## config.mk

```make
export PLATFORM = sky130hd
export DESIGN_NAME = downsampler_dec
export DESIGN_NICKNAME = d
export VERILOG_FILES = /design/src/rtl/downsampler_dec.sv
export SDC_FILE = /design/constraint.sdc
export NUM_CORES = 1
export LEC_CHECK = 0
export BUFFER_PORTS_ARGS = -buffer_cell sky130_fd_sc_hd__buf_4
export CORE_MARGIN = 2
export CORE_UTILIZATION = 49
export DETAILED_ROUTE_END_ITERATION = 6
export GPL_ROUTABILITY_DRIVEN = 0
export HOLD_SLACK_MARGIN = 0.12
export PLACE_DENSITY = 0.88
export SLEW_MARGIN = 25
export SYNTH_ARGS = -nofsm -noshare
export SYNTH_HDL_FRONTEND = slang
export SYNTH_SLANG_ARGS = --single-unit
```

## constraint.sdc

```tcl
create_clock -name fast_clk -period 2.1 [get_ports fast_clk]
set_input_delay 0.105 -clock fast_clk [delete_from_list [all_inputs] [get_ports fast_clk]]
set_output_delay 0.105 -clock fast_clk [all_outputs]
set_load 0.01 [all_outputs]
```

## src/rtl/downsampler_dec.sv

```systemverilog
// Integer-factor I/Q decimator: keeps one of every DECIM valid samples, or with
// DOWNSAMPLER_ACC_EN defined, integrates-and-dumps each DECIM-sample window with saturation.
`default_nettype none

module downsampler_dec #(
  parameter int DW    = 32,
  parameter int DECIM = 7
) (
  input  logic          fast_clk,
  input  logic          reset_n,
  input  logic          din_valid,
  input  logic [DW-1:0] din_re_Ff,
  input  logic [DW-1:0] din_im_Ff,
  input  logic          phase_clr,
  output logic          dout_valid,
  output logic [DW-1:0] dout_re_Fs,
  output logic [DW-1:0] dout_im_Fs
);

  localparam int CW = (DECIM <= 2) ? 1 : $clog2(DECIM);
  localparam logic [CW-1:0] LAST = CW'(DECIM - 1);

  logic [CW-1:0] cnt;

  // A phase_clr with a valid sample makes that sample index 0, so the count lands on 1.
  always_ff @(posedge fast_clk or negedge reset_n) begin
    if (!reset_n) begin
      cnt <= '0;
    end else if (phase_clr) begin
      cnt <= din_valid ? CW'(1) : '0;
    end else if (din_valid) begin
      cnt <= (cnt == LAST) ? '0 : cnt + 1'b1;
    end
  end

`ifdef DOWNSAMPLER_ACC_EN

  localparam int AW = DW + 8;

  logic signed [AW-1:0] acc_re;
  logic signed [AW-1:0] acc_im;
  logic signed [AW-1:0] sum_re;
  logic signed [AW-1:0] sum_im;
  logic                 dump;

  function automatic logic [DW-1:0] sat(input logic signed [AW-1:0] v);
    logic [DW-1:0] r;
    if (v[AW-1:DW-1] == {(AW-DW+1){1'b0}} || v[AW-1:DW-1] == {(AW-DW+1){1'b1}})
      r = v[DW-1:0];
    else if (v[AW-1])
      r = {1'b1, {(DW-1){1'b0}}};
    else
      r = {1'b0, {(DW-1){1'b1}}};
    return r;
  endfunction

  // phase_clr discards the partial sums, so the current sample starts a fresh window.
  assign sum_re = (phase_clr ? '0 : acc_re) + {{(AW-DW){din_re_Ff[DW-1]}}, din_re_Ff};
  assign sum_im = (phase_clr ? '0 : acc_im) + {{(AW-DW){din_im_Ff[DW-1]}}, din_im_Ff};
  assign dump   = din_valid & ~phase_clr & (cnt == LAST);

  always_ff @(posedge fast_clk or negedge reset_n) begin
    if (!reset_n) begin
      acc_re     <= '0;
      acc_im     <= '0;
      dout_re_Fs <= '0;
      dout_im_Fs <= '0;
      dout_valid <= 1'b0;
    end else begin
      dout_valid <= dump;
      if (din_valid) begin
        if (dump) begin
          dout_re_Fs <= sat(sum_re);
          dout_im_Fs <= sat(sum_im);
          acc_re     <= '0;
          acc_im     <= '0;
        end else begin
          acc_re <= sum_re;
          acc_im <= sum_im;
        end
      end else if (phase_clr) begin
        acc_re <= '0;
        acc_im <= '0;
      end
    end
  end

`else

  logic take;

  assign take = din_valid & (phase_clr | (cnt == '0));

  always_ff @(posedge fast_clk or negedge reset_n) begin
    if (!reset_n) begin
      dout_re_Fs <= '0;
      dout_im_Fs <= '0;
      dout_valid <= 1'b0;
    end else begin
      dout_valid <= take;
      if (take) begin
        dout_re_Fs <= din_re_Ff;
        dout_im_Fs <= din_im_Ff;
      end
    end
  end

`endif

endmodule

`default_nettype wire

```

==> impl_metrics.ini <==
[grt]
grt_overflow = 0
grt_antenna_before_repair = 0
grt_use_total_pct = 30.01
grt_first_pass_wirelength_um = 13630
grt_pass1_vias = 2465
grt_max_degree = 69

[layout]
diodes = 0
regArea_um2 = 1702
area_growth_pct = 71.00
fin_nets = 428
drive_gt1_share_pct = 58.90
multi_input_area_um2 = 991.0
n_fill_cell = 264
instances_no_fill = 437

[logic_synthesis]
netlist_area_um2 = 2761
synth_area_leaders = dfrtp_1 62%, mux2_4 27%, mux2_2 6.1%
synth.distinct_cells = 15
async_flop_share_pct = 100.0
yosys_warnings = 0
syn_inst = 154
syn_area_per_cell_um2 = 17.93
ys_ff_latch = 68
yosys.area.top_type_share_pct = 61.62
yosys-top-cells-count = 68 x dfrtp_1, 49 x mux2_4, 15 x mux2_2
synth_ff_type = dfrtp_1
ys_seq_area_share_pct = 61.62
syn_nets = 222
synth_edf_count = 0
yosysMostFrequentCell = dfrtp_1
yosys.area.top_type = dfrtp_1

[clock_tree]
cts_tree = built
hold_buffers = 68
worstSkewPairLatency_ns = 0.34
postCtsSetupRepairBufs = 0
cts_buffers = 9
post_cts_resized = 0
cts_buffer_depth = 2
cts_sinks = 68
cts_root_buf = clkbuf_8
clk_pin_slew_ns = 0.07
cts_max_level = 3

[drt]
dr.pass1.iters = 4
vias = 2132
vias_per_cell = 4.879
wl_um = 8803
first_iter_violations = 125
drt-wirelength-per-cell_um = 20.14
ant_nets = 0
drc = 0

[power_and_ir_drop]
seqPwrFrac_pct = 41.4
pwr-share-comb_pct = 27.4
power_frac_clock_pct = 31.2
power.total_mw = 4.040
p_per_area_nw_per_um2 = 855.6
p_switching_mw = 1.065
p_int_mw = 2.975
p_leak_nw = 2.361
switching_share_pct = 26.37
peakVddDrop_uv = 511.7

[die]
die-area_um2 = 6252
initial_core_util_pct = 50.46
core-area_um2 = 5473
core.rowCount = 27
die_y_um = 79.07
ios = 133
fp.dieW_um = 79.07

[place]
dp_hpwl_um = 4674
numPortBuffers = 132
placedCellCount = 353

[hold_path]
holdCritPathClass = in2async

[setup_path]
critPathLaunchType = flip-flop
r2r_end = dout_re_Fs[29]
worstRegToRegCells = 4
required_ns = 2.31
worstPathMaxFanout = 28
r2r_setup_slack_ns = 0.43
crit_path_end_kind = flip-flop
worstPathCellList = nor3_2 > o21ai_4 > buf_4 > mux2_2
slowest_delay_ns = 0.45
r2r-start = cnt[0]
critPathKind = reg2reg
cp_slowest_cell = dfrtp_1
arrival_ns = 1.89

[timing]
finalMaxSlewViolations = 0
rsz0062_at_grt = false
timing.fmax_mhz = 597.2
setup_viol = 0
fin_crit_ns = 1.674
final_hold_viol_count = 0
tightest_slew_ns = 0.8426
skew_ns = 0.01226
fin_crit_sh_pct = 79.74
tns_ns = 0
max_slew_margin_pct = 43.83

[status]
status = complete, no violations

[job]
cap_violations = 0
## cell families after synthesis
kind of cell	share of synthesized area (%)
DFF	61.62
muxes	32.76
and+or+nand+nor	1.631
buffers and inverters	2.763
AOI/OAI and AO/OA	1.223
## critical path: cells and delay by family, from the launching register on
family          cells  cell delay [ns]
mux                 1             0.40
simple gates        1             0.09
buf+inv             1             0.44
compound gates      1             0.17
flops               1             0.45
## layer usage
layer	share of wire, %	up-vias	wire length (um)	track usage [%]
met4	2.5	0	223	12.76
met5	0	-	0	0
met1	39	1054	3390	33.98
met2	51	107	4457	51.69
li1	-	949	-	-
met3	8.3	22	732	10.23
## sequential cells by signal (all words and copies together), names as in the netlist
signal,count
dout_re_Fs,32
dout_im_Fs,32
dout_valid,1
cnt,3
## worst max path at each step
stage          startpoint        endpoint  slack (ns)  depth (start not counted)
2_1_floorplan      cnt[1]   dout_im_Fs[0]        0.74                          5
3_3_place_gp       cnt[0]  dout_re_Fs[22]        0.53                          4
3_5_place_dp       cnt[0]  dout_re_Fs[29]        0.46                          4
4_1_cts            cnt[0]  dout_re_Fs[29]        0.46                          4
5_1_grt            cnt[0]  dout_re_Fs[29]        0.36                          4
6_report           cnt[0]  dout_re_Fs[29]        0.43                          4
## cell usage in the layout, fill, tap and decap left out, types with 3 or more instances in the layout
cell type | Yosys | layout
mux2_2 | 15 | 15
dfrtp_1 | 68 | 68
a21oi_1 | 3 | 3
buf_4 | 0 | 133
mux2_4 | 49 | 49
clkbuf_8 | 0 | 12
dlygate4sd3_1 | 0 | 68
## layout make-up
class                   count  area share, %
multi-input cells          78          20.99
repair buffers            202          35.98
clock inverters             3          1.431
well taps                  72          1.908
inverters                   1        0.07949
clock buffers              13          3.577
flip-flops and latches     68          36.04
## metrics by stage
stage	cell area (um^2)	hold WS [ns]	worst slack [ns]	utilization [%]
6_report	4722	0.4236	0.4255	86.28
5_1_grt	4722	0.5011	0.3604	86.28
4_1_cts	4722	0.4373	0.4580	86.28
2_1_floorplan	2761	-0.1906	0.7400	-
3_3_place_gp	3805	0.2493	0.5350	69.52
3_5_place_dp	3805	0.2606	0.4603	69.52
## power groups by stage
stage | Sequential, mW | Combinational, mW | Clock, mW
floorplan | 1.75 | 0.373 | 0
global placement | 1.65 | 0.942 | 0
detailed placement | 1.67 | 0.969 | 0
CTS | 1.65 | 1.08 | 1.25
global route | 1.69 | 1.17 | 1.33
finish | 1.67 | 1.11 | 1.26
(Power assumes the default switching activity.)
